## config.mk

```make
export PLATFORM = sky130hd
export DESIGN_NAME = pb_bounce_gen
export DESIGN_NICKNAME = d
export VERILOG_FILES = /design/src/rtl/pb_gen_pkg.sv /design/src/rtl/lfsr16.sv /design/src/rtl/pb_bounce_gen.sv
export SDC_FILE = /design/constraint.sdc
export NUM_CORES = 1
export LEC_CHECK = 0
export BUFFER_PORTS_ARGS = -buffer_cell sky130_fd_sc_hd__buf_2
export CAP_MARGIN = 20
export CORE_UTILIZATION = 65
export DETAILED_ROUTE_END_ITERATION = 12
export HOLD_SLACK_MARGIN = 0.1
export PLACE_DENSITY = 0.85
export RECOVER_POWER = 25
export SLEW_MARGIN = 20
export SYNTH_ARGS = -nofsm -noshare
export SYNTH_HDL_FRONTEND = slang
export SYNTH_SLANG_ARGS = --single-unit
```

## constraint.sdc

```tcl
create_clock -name clock -period 5.5 [get_ports clock]
set_clock_uncertainty 0.05 [all_clocks]
set_input_delay 0.275 -clock clock [delete_from_list [all_inputs] [get_ports clock]]
set_output_delay 0.275 -clock clock [all_outputs]
set_load 0.01 [all_outputs]
```

## src/rtl/pb_gen_pkg.sv

```systemverilog
// Shared types and constants for the pushbutton bounce generator.
package pb_gen_pkg;

    typedef enum logic [1:0] {
        IDLE,
        BOUNCE,
        SETTLE,
        DONE
    } pb_state_t;

    localparam int                LFSR_W        = 16;
    localparam logic [LFSR_W-1:0] LFSR_TAPS     = 16'hB400;
    localparam logic [LFSR_W-1:0] LFSR_SEED_DEF = 16'hACE1;

endpackage

```

## src/rtl/lfsr16.sv

```systemverilog
// Free-running 16-bit Galois LFSR; advances every clock out of reset.
module lfsr16
    import pb_gen_pkg::*;
#(
    parameter logic [LFSR_W-1:0] SEED = LFSR_SEED_DEF
) (
    input  logic              clock,
    input  logic              rst_n,
    output logic [LFSR_W-1:0] state
);

    always_ff @(posedge clock or negedge rst_n) begin
        if (!rst_n)
            state <= SEED;
        else if (state[0])
            state <= (state >> 1) ^ LFSR_TAPS;
        else
            state <= state >> 1;
    end

endmodule

```

## src/rtl/pb_bounce_gen.sv

```systemverilog
// Pushbutton bounce transmitter: edge to target, 2*n_bounce glitches with
// LFSR-spaced gaps, then a settle period and a one-cycle done pulse.
//
//   state  | meaning
//   IDLE   | PB holds last value, waiting for start
//   BOUNCE | counting gaps, toggling PB at each expiry
//   SETTLE | PB stable, counting settle cycles
//   DONE   | done=1 for one cycle, start ignored
module pb_bounce_gen
    import pb_gen_pkg::*;
#(
    parameter int          CNT_W      = 16,
    parameter int          MIN_GAP    = 20,
    parameter int          GAP_RAND_W = 5,
    parameter logic [15:0] LFSR_SEED  = 16'hACE1
) (
    input  logic             clock,
    input  logic             rst_n,
    input  logic             start,
    input  logic             target,
    input  logic [3:0]       n_bounce,
    input  logic [CNT_W-1:0] settle_len,
    output logic             PB,
    output logic             busy,
    output logic             done,
    output logic [3:0]       bounce_cnt
);

    localparam longint GAP_MAX = longint'(MIN_GAP) + (longint'(1) << GAP_RAND_W) - 1;
    localparam logic [LFSR_W-1:0] RAND_MASK = LFSR_W'((64'd1 << GAP_RAND_W) - 64'd1);

    if (MIN_GAP < 1 || GAP_RAND_W < 0 || GAP_RAND_W > LFSR_W ||
        GAP_MAX >= (longint'(1) << CNT_W) || LFSR_SEED == 16'h0000) begin : g_bad_cfg
        $error("pb_bounce_gen: illegal gap/seed configuration");
    end

    pb_state_t         state_q, state_d;
    logic              pb_q, pb_d;
    logic [CNT_W-1:0]  gap_q, gap_d;
    logic [CNT_W-1:0]  settle_q, settle_d;
    logic [CNT_W-1:0]  slen_q, slen_d;
    logic [4:0]        tog_q, tog_d;
    logic [LFSR_W-1:0] lfsr;
    logic [CNT_W-1:0]  gap_val;

    lfsr16 #(.SEED(LFSR_SEED)) u_lfsr (
        .clock (clock),
        .rst_n (rst_n),
        .state (lfsr)
    );

    // Gap is sampled from the current LFSR value at every counter load.
    assign gap_val = CNT_W'(MIN_GAP) + CNT_W'(lfsr & RAND_MASK);

    always_ff @(posedge clock or negedge rst_n) begin
        if (!rst_n) begin
            state_q  <= IDLE;
            pb_q     <= 1'b0;
            gap_q    <= '0;
            settle_q <= '0;
            slen_q   <= '0;
            tog_q    <= '0;
        end else begin
            state_q  <= state_d;
            pb_q     <= pb_d;
            gap_q    <= gap_d;
            settle_q <= settle_d;
            slen_q   <= slen_d;
            tog_q    <= tog_d;
        end
    end

    always_comb begin
        state_d  = state_q;
        pb_d     = pb_q;
        gap_d    = gap_q;
        settle_d = settle_q;
        slen_d   = slen_q;
        tog_d    = tog_q;
        case (state_q)
            IDLE: begin
                if (start) begin
                    pb_d   = target;
                    slen_d = (settle_len == '0) ? CNT_W'(1) : settle_len;
                    tog_d  = {n_bounce, 1'b0};
                    if (n_bounce != 4'd0) begin
                        gap_d   = gap_val;
                        state_d = BOUNCE;
                    end else begin
                        settle_d = slen_d;
                        state_d  = SETTLE;
                    end
                end
            end
            BOUNCE: begin
                if (gap_q <= CNT_W'(1)) begin
                    pb_d  = ~pb_q;
                    tog_d = tog_q - 5'd1;
                    if (tog_q != 5'd1) begin
                        gap_d = gap_val;
                    end else begin
                        settle_d = slen_q;
                        state_d  = SETTLE;
                    end
                end else begin
                    gap_d = gap_q - CNT_W'(1);
                end
            end
            SETTLE: begin
                // Count reaches zero one cycle before leaving, so done lands settle_len+1 after the last edge.
                if (settle_q == '0)
                    state_d = DONE;
                else
                    settle_d = settle_q - CNT_W'(1);
            end
            DONE:    state_d = IDLE;
            default: state_d = IDLE;
        endcase
    end

    assign PB         = pb_q;
    assign busy       = (state_q == BOUNCE) || (state_q == SETTLE);
    assign done       = (state_q == DONE);
    assign bounce_cnt = 4'((tog_q + 5'd1) >> 1);

endmodule

```

* After elaboration in Yosys (flattened, before gate mapping) *
Index checks and enable logic that the tools add are counted.

cells by class
  shifts and indexed selects = 0
  order comparisons = 1
  reductions and logical operators = 12
  add/subtract/negate cells = 5
  div/mod/pow operators = 0
  $mul = 0
  bitwise logic cells = 2
  equality and inequality tests = 12
  multiplexer cells = 25

operators by type and width
  kind                     count
  $mux W16                 11
  $pmux W16 S3             1
  $logic_not A16 Y1        2
  $pmux W16 S2             1
  $sub A16 B1 Y16 const B  2
  $le A16 B1 Y1 const B    1
  $ne A2 B2 Y1 const B     7
  $mux W2                  5
  $mux W5                  2
  $pmux W5 S2              1
  $pmux W2 S4              1
  $reduce_and A4 Y1        2
  $add A5 B5 Y6 const A    1
  $reduce_and A6 Y1        1
  $add A5 B1 Y5 const B    1
  $ne A5 B1 Y1 const B     1
  $sub A5 B1 Y5 const B    1
  $eq A2 B2 Y1 const B     2
  $not A3 Y4               1
  $reduce_bool A4 Y1       1
  $ne A3 B3 Y1 const B     1
  $reduce_and A3 Y1        1
  $reduce_bool A3 Y1       1
  $eq A2 B1 Y1 const B     1
  7 further kinds          8

storage, ports and cells
  latch bits = 0
  input port bits = 24
  word-level logic and storage cells = 64
  output and inout bits = 7
  memories kept = 0
  ROM bits = 0
  bits in registers = 72
  memory bits (writable) = 0

* Logic depth before layout (Yosys ltp) *
Gate-level depths: netlist (run 1).

  word-level depth = 5
  gate-level depth with buffers = 11
  depth with buffers taken out = 8

* By module *
Synthesis (run 1) repeated with hierarchy kept, for this count alone.

unflattened totals
  cells, all modules = 426
  area, all modules = 4157.7 um^2

modules (own cells, without submodules)
  module         cells an instance  seq. area each (um^2)  area an instance (um^2)  instances
  pb_bounce_gen  407                1401.3                 3721.1                   1
  lfsr16         19                 410.4                  436.7                    1

* Least setup slack after synthesis (run 1) *
No wires, ideal clock.

  kind = flip-flop to flip-flop
  from = register gap_q[8]
  to = register tog_q[4]
  cell stages (with the launch flop) = 7
  buffers on the path = 0
  period minus slack after synthesis = 2.382 ns
  arrival time = 2.228 ns
  path slack = 3.118 ns
  setup time = 0.104 ns
  data required time = 5.346 ns
  path through = dfrtp_1 > or4_4 > or4_4 > nor2_1 > nand2_1 > mux2i_1 > a221oi_1

between the ends
  cells in the longest elaborated chain, start to end = 3

ends and longest elaborated chain
  element                      RTL line             source
  from (decl)                  pb_bounce_gen.sv:39  logic [CNT_W-1:0] gap_q, gap_d;
  from (signal assigned)       pb_bounce_gen.sv:66  gap_q <= gap_d;
  $le A16 B1 Y1                pb_bounce_gen.sv:96  if (gap_q <= CNT_W'(1)) begin
  $ne A2 B2 Y1 (no line)       n/a
  $reduce_and A3 Y1 (no line)  n/a
  to (signal assigned)         pb_bounce_gen.sv:69  tog_q <= tog_d;
  to (decl)                    pb_bounce_gen.sv:42  logic [4:0] tog_q, tog_d;

Every way passes these cells.
A chain may end at the register's enable or synchronous reset.

* Worst setup path in the final report (run 1) *
  from = register state_q[1]
  to = register gap_q[9]

between the ends
  cells in the longest elaborated chain, start to end = 3
  elaborated cells between the ends (all ways) = 8
  classes of those cells = eq/ne: 4; mux: 1; reduce/logical: 3

ends and longest elaborated chain
  element                                               RTL line             source
  from (decl)                                           pb_bounce_gen.sv:37  pb_state_t state_q, state_d;
  from (signal assigned)                                pb_bounce_gen.sv:64  state_q <= state_d;
  $eq A2 B1 Y1 or $logic_not A2 Y1 (tied branches)      pb_bounce_gen.sv:80  case (state_q)
  $ne A3 B3 Y1 (no line), or another cell as far along  n/a
  $reduce_and A4 Y1 (no line)                           n/a

Parallel ways exist; a longest one is shown, timed or not.

==> out/qor.yml, run 1 <==
critical_path:
  path_cells: "inv_1 -> ha_1 -> buf_4 -> inv_1 -> a21oi_1 -> nand2_1 -> o31ai_1"
  worst_ep_required_time_ns: 5.70
  r2r_start: "state_q[1]$_DFFE_PN0P_"
  cp_max_fo: 19
  cp-end-kind: "flop"
  crit_family: "compound AO/OA/AOI/OAI gates"
  crit_path_end: "gap_q[9]$_DFFE_PN0P_"
  rr_worst_depth: 7
  slowest_stage: "a21oi_1"
  crit_cells: 7
  cp.arrival_ns: 3.65
  crit_buf_inv: 3
  crit_top_cell: "inv_1"
  r2r_end: "gap_q[9]$_DFFE_PN0P_"
  crit_path_max_incr_delay_ns: 0.85
  start_kind: "flop"
  critPathKind: "reg -> reg"
  crit_start: "state_q[1]$_DFFE_PN0P_"
  ff2ff_setup_slack_ns: 2.05
logic_synthesis:
  synth_edf_count: 0
  syn_inst: 433
  yosysUniqueCellTypes: 60
  synth_seq_cells: 72
  avgSynthCellArea_sq_um: 9.336
  synth.area.top_cells: "dfrtp_1 (40%), o21ai_0 (5.3%), dfstp_2 (5.2%)"
  async_flop_share_pct: 100.0
  ys.flop_type: "dfrtp_1"
  synth.cell_area_sq_um: 4043
  yosysWarnings: 0
  synth_top_area_cell: "dfrtp_1"
  synth_seq_area_share_pct: 44.82
  synth_nets: 469
  netlist.area_leader.share_pct: 39.62
sta:
  relSlewSlack_pct: -146.7
  tns_ns: 0
  worst_slew_pin_slew_ns: 3.700
  hold_viol: 0
  period_share_pct: 62.75
  slew_viol_final: 73
  rsz0062_at_grt: "false"
  fin_crit_ns: 3.451
  fmax_mhz: 289.8
  setup_violations: 0
cts:
  cts_setup_buffers: 0
  cts_tree: "done"
  clk_latency_ns: 0.35
  cts_root_buf: "clkbuf_8"
  cts.sinks: 72
  post_cts_resize_count: 0
  cts_buffers: 9
  cts.htree.levels: 3
  clock_path_buffers: 2
  postCtsHoldBufs: 0
  cts.clk_slew.worst_paths_ns: 0.08
power:
  sequentialPowerShare_pct: 51.4
  cellLeakagePower_nw: 1.973
  power_mw: 1.039
  sw_frac_of_total_pct: 22.85
  power_density_nw_per_um2: 235.3
  ir_worst_vdd_mv: 0.1897
  combPwrFrac_pct: 4.3
  power.share.clock_pct: 44.3
  p_int_mw: 0.8019
  power_switching_mw: 0.2375
placement:
  portBuffers: 30
  dp_hpwl_mm: 6.097
  placed_area_sq_um: 4204
  gp_congestion: 0.8143
flow_run:
  drv_cap: 1
global_route:
  use_met1_pct: 38.18
  met3_usage_pct: 6.629
  grt_pass1_wl_mm: 14.86
  grt.total_usage_pct: 29.71
  grt_overflow: 0
  antenna_found_initial: 0
  grt_pass1_vias: 3134
  grt_use_met2_pct: 49.66
  grt_max_degree: 73
  grt_busiest_layer: "met2"
die:
  die_width_microns: 80.87
  die_area_sq_um: 6539
  fp.dieH_microns: 80.87
  design.core.area_sq_um: 5956
  io_pins: 31
  start_util_pct: 67.88
  placementRows: 28
drt:
  drtIter0Drc: 324
  drc: 0
  vias_per_cell: 6.635
  routed_wl_mm: 9.103
  ant_nets: 0
  wl_per_cell_microns: 17.14
  vias: 3523
  first_pass_iters: 5
status:
  failed_checks: "capacitance limit, slew limit"
  outcome: "finished with violations"
final_layout:
  finish.utilization_pct: 74.16
  nets: 487
  mostFrequentLayoutCell: "dfrtp_1"
  syn_to_final_growth_pct: 9.254
  final_cell_mix: "dfrtp_1 (64), nand2_1 (43), o21ai_0 (43)"
  postLayoutCellArea_sq_um: 4417
  drive_gt1_share_pct: 17.76
  antenna_cells: 0
worst_hold_path:
  hp-class: "in -> reg"
==> final cells by class <==
cell class | instances | area [sq um]
Multi-Input combinational cell | 318 | 2066
Inverter | 17 | 63.81
Sequential cell | 72 | 1812
Clock inverter | 5 | 81.33
Fill cell | 446 | 1539
Clock buffer | 11 | 131.4
Timing Repair Buffer | 33 | 168.9
Tap cell | 75 | 93.84
==> state kept, by name, indices dropped and copies added, names as in the netlist <==
register / cells
gap_q: 16
state_q: 2
settle_q: 16
PB: 1
tog_q: 5
u_lfsr.state: 16
slen_q: 16
==> power groups by stage <==
| stage | clock network [mW] | logic, mW | registers, mW |
|---|---|---|---|
| 6_report | 0.460 | 0.0446 | 0.535 |
| 5_1_grt | 0.485 | 0.0505 | 0.535 |
| 4_1_cts | 0.463 | 0.0456 | 0.534 |
| 3_5_place_dp | 0 | 0.0453 | 0.545 |
| 3_3_place_gp | 0 | 0.0443 | 0.544 |
| 2_1_floorplan | 0 | 0.0182 | 0.544 |
==> per-stage QoR <==
stage	std cells	setup slack, ns	hold slack, ns
global route	531	1.238	0.1360
global placement	515	2.275	0.2829
CTS	531	2.085	0.1054
floorplan	433	3.118	-0.07059
finish	531	2.049	0.1385
detailed placement	515	2.115	0.2938
==> worst min-delay path by stage <==
| stage | start | endpoint | slack, ns | cells past startpoint |
|---|---|---|---|---|
| 2_1_floorplan | rst_n | PB$_DFFE_PN0P_ | -0.07 | 0 |
| 3_3_place_gp | u_lfsr.state[9]$_DFF_PN0_ | u_lfsr.state[8]$_DFF_PN0_ | 0.28 | 0 |
| 3_5_place_dp | u_lfsr.state[12]$_DFF_PN0_ | u_lfsr.state[11]$_DFF_PN1_ | 0.29 | 0 |
| 4_1_cts | rst_n | gap_q[0]$_DFFE_PN0P_ | 0.11 | 2 |
| 5_1_grt | settle_len[6] | slen_q[6]$_DFFE_PN0P_ | 0.14 | 2 |
| 6_report | settle_len[6] | slen_q[6]$_DFFE_PN0P_ | 0.14 | 2 |
==> cells in the mapped netlist (6+ instances only) <==
master	number
dfrtp_1	64
nand2_1	43
o21ai_0	43
nor2_1	33
clkbuf_1	20
inv_1	17
mux2_2	15
a21oi_1	14
nor3_1	14
nand3_1	13
ha_1	12
a31oi_1	9
nor4_1	9
o31ai_1	9
dfstp_2	8
a221oi_1	7
xor2_1	7
buf_2	6
xnor2_1	6
==> cells by family after synthesis <==
kind of cell / count (synthesis) / share of synthesized area, %
buffers and inverters: 43 / 4.178
XOR/XNOR: 13 / 2.816
AO/OA/AOI/OAI: 136 / 22.19
AND/OR/NAND/NOR: 138 / 17.12
multiplexers: 19 / 5.169
flip-flops: 72 / 44.82
adder cells (fa/ha/maj): 12 / 3.714
==> layer usage <==
layer,vias to the layer above,share of wire [%]
met5,-,0
met4,0,1.7
met3,23,6.9
met2,171,49
met1,1693,42
li1,1636,-
==> worst register-to-register path: stages (launching register included) <==
cell,delay [ns]
dfrtp_1,0.42
inv_1,0.09
ha_1,0.56
buf_4,0.34
inv_1,0.17
a21oi_1,0.85
nand2_1,0.48
o31ai_1,0.38
Power figures use the tool's default switching activity.
==> run 2, diff against run 1 <==
Settings changed: CORE_UTILIZATION 65 to 54, PLACE_DENSITY 0.85 to 0.76.
Clock period 5.5 ns to 3.1 ns, I/O delays scaled along.
==> run 2 against run 1 <==
Compared with the run above: the run still ends with capacitance limit, slew limit left; non-clock buffer count rose by 22; register-to-register slack got worse by 1.6 ns; final area rose by 6.5%; sequential cell count did not move; via count fell by 1.0%; clock power rose by 100%; count of clock-buffer cells in the layout fell by 1; utilization fell by 9.3 points; maximum frequency rose by 31%; largest cell class unchanged.
==> out/qor.yml, run 2 (synthesized netlist as in run 1, its figures left out) <==
status:
  outcome: "finished with violations"  # unchanged
  failed_checks: "capacitance limit, slew limit"  # unchanged
drt:
  vias: 3487  # was 3,523
  vias_per_cell: 6.043  # was 6.635
  first_pass_iters: 5  # unchanged
  drtIter0Drc: 277  # was 324
  wl_per_cell_microns: 15.80  # was 17.14 microns
  drc: 0  # unchanged
  routed_wl_mm: 9.115  # was 9.103 mm
  ant_nets: 0  # unchanged
sta:
  hold_viol: 0  # unchanged
  fmax_mhz: 380.0  # was 289.8 MHz
  slew_viol_final: 37  # was 73
  tns_ns: 0  # unchanged
  relSlewSlack_pct: -36.88  # was -146.7%
  setup_violations: 0  # unchanged
  holdWs_ns: 0.1170  # was 0.1385 ns
  fin_crit_ns: 2.632  # was 3.451 ns
  period_share_pct: 84.89  # was 62.75%
  worst_slew_pin_slew_ns: 2.053  # was 3.700 ns
  rsz0062_at_grt: "false"  # unchanged
flow_run:
  drv_cap: 1  # unchanged
placement:
  dp_hpwl_mm: 6.143  # was 6.097 mm
  portBuffers: 30  # unchanged
  gp_congestion: 0.8804  # was 0.8143
worst_hold_path:
  min_from: "settle_len[0]"  # was settle_len[6]
  hp-class: "in -> reg"  # unchanged
  hold_path_depth: 3  # was 2
  hold_end: "slen_q[0]$_DFFE_PN0P_"  # was slen_q[6]$_DFFE_PN0P_
critical_path:
  r2r_start: "gap_q[0]$_DFFE_PN0P_"  # was state_q[1]$_DFFE_PN0P_
  cp.arrival_ns: 2.82  # was 3.65 ns
  start_kind: "flop"  # unchanged
  cp-end-kind: "flop"  # unchanged
  rr_worst_depth: 7  # unchanged
  critPathKind: "reg -> reg"  # unchanged
  cp_max_fo: 15  # was 19
  r2r_end: "gap_q[13]$_DFFE_PN0P_"  # was gap_q[9]$_DFFE_PN0P_
  worst_ep_required_time_ns: 3.29  # was 5.70 ns
  ff2ff_setup_slack_ns: 0.47  # was 2.05 ns
die:
  io_pins: 31  # unchanged
  placementRows: 31  # was 28
  fp.dieH_microns: 88.53  # was 80.87 microns
  design.core.area_sq_um: 7253  # was 5956 sq um
  die_area_sq_um: 7837  # was 6539 sq um
  start_util_pct: 55.74  # was 67.88%
  die_width_microns: 88.53  # was 80.87 microns
final_layout:
  antenna_cells: 0  # unchanged
  nets: 509  # was 487
  mostFrequentLayoutCell: "dfrtp_1"  # unchanged
  syn_to_final_growth_pct: 16.40  # was 9.254%
  final_cell_mix: "dfrtp_1 (64), nand2_1 (43), o21ai_0 (43)"  # unchanged
  drive_gt1_share_pct: 18.41  # was 17.76%
  fill_cells: 592  # was 446
power:
  power_density_nw_per_um2: 420.5  # was 235.3 nW/um^2
  ir_worst_vdd_mv: 0.2546  # was 0.1897 mV
  cellLeakagePower_nw: 2.089  # was 1.973 nW
cts:
  cts_setup_buffers: 0  # unchanged
  cts.htree.levels: 3  # unchanged
  cts_buffers: 9  # unchanged
  clock_path_buffers: 2  # unchanged
  cts.sinks: 72  # unchanged
  clk_latency_ns: 0.34  # was 0.35 ns
  cts.clk_slew.worst_paths_ns: 0.08  # about the same
  cts_tree: "done"  # unchanged
  cts_root_buf: "clkbuf_8"  # unchanged
global_route:
  grt_overflow: 0  # unchanged
  grt_pass1_wl_mm: 15.28  # was 14.86 mm
  grt_max_degree: 38  # was 73
  grt_pass1_vias: 3269  # was 3,134
  grt.total_usage_pct: 25.37  # was 29.71%
  antenna_found_initial: 0  # unchanged
-- run 2: repair_timing --
| item | 4_1_cts | 5_1_grt |
|---|---|---|
| hold buffers | 16 | 0 |
| gates resized for setup | 0 | 1 |
| endpoints found under the setup margin | 0 | 10 |
| hold endpoints to repair | 50 | 0 |
-- run 2: per-stage QoR --
| step | area (sq um) | setup WS (ns) | power, mW | std cells | utilization (%) |
|---|---|---|---|---|---|
| finish | 4706 | 0.4685 | 1.979 | 577 | 64.88 |
| global route | 4706 | 0.2460 | 2.051 | 577 | 64.88 |
| CTS | 4705 | 0.1250 | 1.995 | 577 | 64.86 |
| detailed placement | 4292 | 0.1765 | 1.049 | 545 | 59.17 |
| global placement | 4292 | 0.2958 | 1.048 | 545 | 59.17 |
| floorplan | 4043 | 0.7181 | 0.9975 | 433 | - |
-- run 2: critical path, cell delays in order, from the launching register on --
cell	delay (ns)
dfrtp_1	0.43
inv_1	0.12
ha_1	0.23
o21bai_1	0.29
nor4_2	0.11
a21oi_2	0.56
nand2_1	0.40
o41ai_1	0.32
-- run 2: layout make-up --
type                            instances  area, sq um  share of cell area (%)
Clock buffer                           10        137.6                   2.925
Tap cell                               99        123.9                   2.632
Clock inverter                          6        115.1                   2.446
Sequential cell                        72         1812                   38.50
Multi-Input combinational cell        318         2066                   43.90
Timing Repair Buffer                   55        387.9                   8.242
Inverter                               17        63.81                   1.356
-- run 2: per-layer routing --
metal | track usage [%] | routed length, microns
met2 | 41.40 | 4424
met5 | 0 | 0
met1 | 33.29 | 4092
met4 | 9.384 | 164
met3 | 5.504 | 434
-- run 2: power breakdown --
part           switching [mW]  total, mW  internal, mW
clock network           0.371      0.932         0.561
logic                  0.0578     0.0988        0.0410
registers             0.00495      0.948         0.943
-- run 2: how the worst max path moves through the flow --
stage                                    start                    end  slack [ns]  depth (start not counted)
after floorplan           gap_q[8]$_DFFE_PN0P_   tog_q[4]$_DFFE_PN0P_        0.72                          6
after detailed placement  gap_q[0]$_DFFE_PN0P_  gap_q[13]$_DFFE_PN0P_        0.18                          7
after CTS                 gap_q[0]$_DFFE_PN0P_  gap_q[13]$_DFFE_PN0P_        0.13                          7
after global routing      gap_q[0]$_DFFE_PN0P_  gap_q[15]$_DFFE_PN0P_        0.25                          7
final                     gap_q[0]$_DFFE_PN0P_  gap_q[13]$_DFFE_PN0P_        0.47                          7
after global placement    gap_q[0]$_DFFE_PN0P_  gap_q[13]$_DFFE_PN0P_        0.30                          7
==> run 3, diff against run 2 <==
Settings changed: CORE_UTILIZATION 54 to 60, PLACE_DENSITY 0.76 to 0.8.
Clock period 3.1 ns to 2.65 ns, I/O delays scaled along.
==> run 3 against run 2 <==
Compared with the run above: combinational power up 22%; utilization up 8.9 points; maximum frequency up 3.5%; register-to-register slack worse by 0.36 ns; sequential share of layout area down 0.24 points; critical path depth unchanged; count of clock-buffer cells in the layout up 2; first-iteration DRC count down 15%; global-route usage up 4.1 points; sequential cell count unchanged; routed wire length up 4.8%; sequential power up 17%; highest routed layer unchanged; the run ends with DRC, capacitance limit, slew limit left.
==> out/qor.yml, run 3 (synthesized netlist as in run 1, its figures left out) <==
placement:
  portBuffers: 30  # unchanged
  placed_area_sq_um: 4372  # was 4292 sq um
  dp_hpwl_mm: 6.303  # was 6.143 mm
  gp_congestion: 0.8490  # was 0.8804
global_route:
  antenna_found_initial: 0  # unchanged
  grt_pass1_vias: 3615  # was 3,269
  grt_pass1_wl_mm: 16.46  # was 15.28 mm
  grt_overflow: 0  # unchanged
  grt.total_usage_pct: 29.47  # was 25.37%
  grt_max_degree: 73  # was 38
sta:
  relSlewSlack_pct: -17.14  # was -36.88%
  rsz0062_at_grt: "true"  # was false
  setup_violations: 0  # unchanged
  hold_viol: 0  # unchanged
  fmax_mhz: 393.4  # was 380.0 MHz
  tns_ns: 0  # unchanged
  period_share_pct: 95.93  # was 84.89%
  fin_crit_ns: 2.542  # was 2.632 ns
  slew_viol_final: 73  # was 37
  worst_slew_pin_slew_ns: 1.757  # was 2.053 ns
cts:
  clk_latency_ns: 0.35  # was 0.34 ns
  clock_path_buffers: 2  # unchanged
  cts.sinks: 72  # unchanged
  cts_buffers: 9  # unchanged
  cts_tree: "done"  # unchanged
  cts.htree.levels: 3  # unchanged
  cts.clk_slew.worst_paths_ns: 0.08  # about the same
  cts_root_buf: "clkbuf_8"  # unchanged
final_layout:
  multiInputGateArea_sq_um: 2083  # was 2066 sq um
  postLayoutCellArea_sq_um: 4736  # was 4706 sq um
  final_cell_mix: "dfrtp_1 (64), nand2_1 (43), o21ai_0 (43)"  # unchanged
  mostFrequentLayoutCell: "dfrtp_1"  # unchanged
  syn_to_final_growth_pct: 17.15  # was 16.40%
  nets: 527  # was 509
  seq_area_sq_um: 1812  # unchanged
  fill_cells: 465  # was 592
  drive_gt1_share_pct: 21.17  # was 18.41%
  antenna_cells: 0  # unchanged
die:
  start_util_pct: 62.95  # was 55.74%
  placementRows: 29  # was 31
  fp.dieH_microns: 84.09  # was 88.53 microns
  die_area_sq_um: 7070  # was 7837 sq um
  design.core.area_sq_um: 6422  # was 7253 sq um
  io_pins: 31  # unchanged
  die_width_microns: 84.09  # was 88.53 microns
drt:
  drtIter0Drc: 236  # was 277
  routed_wl_mm: 9.552  # was 9.115 mm
  drc: 2  # was 0
  wl_per_cell_microns: 16.67  # was 15.80 microns
  first_pass_iters: 9  # was 5
  ant_nets: 0  # unchanged
  vias: 3624  # was 3,487
  vias_per_cell: 6.325  # was 6.043
critical_path:
  rr_worst_depth: 7  # unchanged
  r2r_end: "gap_q[5]$_DFFE_PN0P_"  # was gap_q[13]$_DFFE_PN0P_
  r2r_start: "gap_q[8]$_DFFE_PN0P_"  # was gap_q[0]$_DFFE_PN0P_
  ff2ff_setup_slack_ns: 0.11  # was 0.47 ns
  critPathKind: "reg -> reg"  # unchanged
  worst_ep_required_time_ns: 2.84  # was 3.29 ns
  cp.arrival_ns: 2.73  # was 2.82 ns
  cp-end-kind: "flop"  # unchanged
  start_kind: "flop"  # unchanged
  crit_start: "gap_q[8]$_DFFE_PN0P_"  # was gap_q[0]$_DFFE_PN0P_
  cp_max_fo: 20  # was 15
  crit_path_end: "gap_q[5]$_DFFE_PN0P_"  # was gap_q[13]$_DFFE_PN0P_
power:
  cellLeakagePower_nw: 2.130  # was 2.089 nW
  power_density_nw_per_um2: 420.8  # was 420.5 nW/um^2
  ir_worst_vdd_mv: 0.3915  # was 0.2546 mV
worst_hold_path:
  hp-class: "in -> reg"  # unchanged
flow_run:
  drv_cap: 1  # unchanged
status:
  failed_checks: "DRC, capacitance limit, slew limit"  # was capacitance limit, slew limit
  outcome: "finished with violations"  # unchanged
==> run 3: worst min path at each step <==
stage                               startpoint                    endpoint  slack (ns)  cells after the start
finish                             n_bounce[2]        tog_q[3]$_DFFE_PN0P_        0.16                      4
global route                       n_bounce[2]        tog_q[3]$_DFFE_PN0P_        0.21                      4
CTS                                n_bounce[2]        tog_q[3]$_DFFE_PN0P_        0.15                      4
detailed placement   u_lfsr.state[9]$_DFF_PN0_   u_lfsr.state[8]$_DFF_PN0_        0.29                      0
global placement    u_lfsr.state[12]$_DFF_PN0_  u_lfsr.state[11]$_DFF_PN1_        0.29                      0
floorplan                                rst_n              PB$_DFFE_PN0P_       -0.21                      0
==> run 3: stage by stage <==
stage	total power [mW]	util, %	cells	setup slack, ns	hold WS (ns)
floorplan	1.167	-	433	0.2681	-0.2131
global placement	1.228	68.07	539	0.1855	0.2858
detailed placement	1.230	68.07	539	0.1159	0.2948
CTS	2.007	73.49	573	0.01503	0.1546
global route	2.067	73.74	573	-0.03432	0.2080
finish	1.993	73.74	573	0.1078	0.1616
==> run 3: metal layers <==
metal / part of all wire [%] / wire length (microns) / track usage [%] / vias up
met5: 0 / 0 / 0 / -
met4: 2.7 / 258 / 12.85 / 0
met3: 5.6 / 534 / 6.330 / 28
met2: 49 / 4714 / 49.48 / 136
met1: 42 / 4045 / 36.70 / 1740
li1: - / - / - / 1720
==> run 3: worst max-delay path, cell delays in order, from the launching register on <==
cell,delay (ns)
dfrtp_1,0.42
or4_4,0.56
nor4_2,0.43
nand3_1,0.26
o21ai_1,0.19
buf_4,0.25
nor2_1,0.08
o22a_1,0.20
==> run 3: what timing repair did <==
action,in CTS,in global routing
resized for setup,0,4
buffers inserted,0,0
endpoints found under the hold margin,91,0
hold buffers,18,0
endpoints found under the setup margin,0,2
==> run 3: cell type report <==
class	count	share of cell area [%]
Tap cell	77	2.034
Sequential cell	72	38.26
Multi-Input combinational cell	318	43.99
Clock buffer	12	3.065
Timing Repair Buffer	73	10.83
Inverter	17	1.347
Clock inverter	4	0.4756
==> run 3: where the power goes <==
part	switching, mW	internal (mW)
clock network	0.401	0.361
registers	0.00594	1.10
logic	0.0693	0.0517
total	0.476	1.52
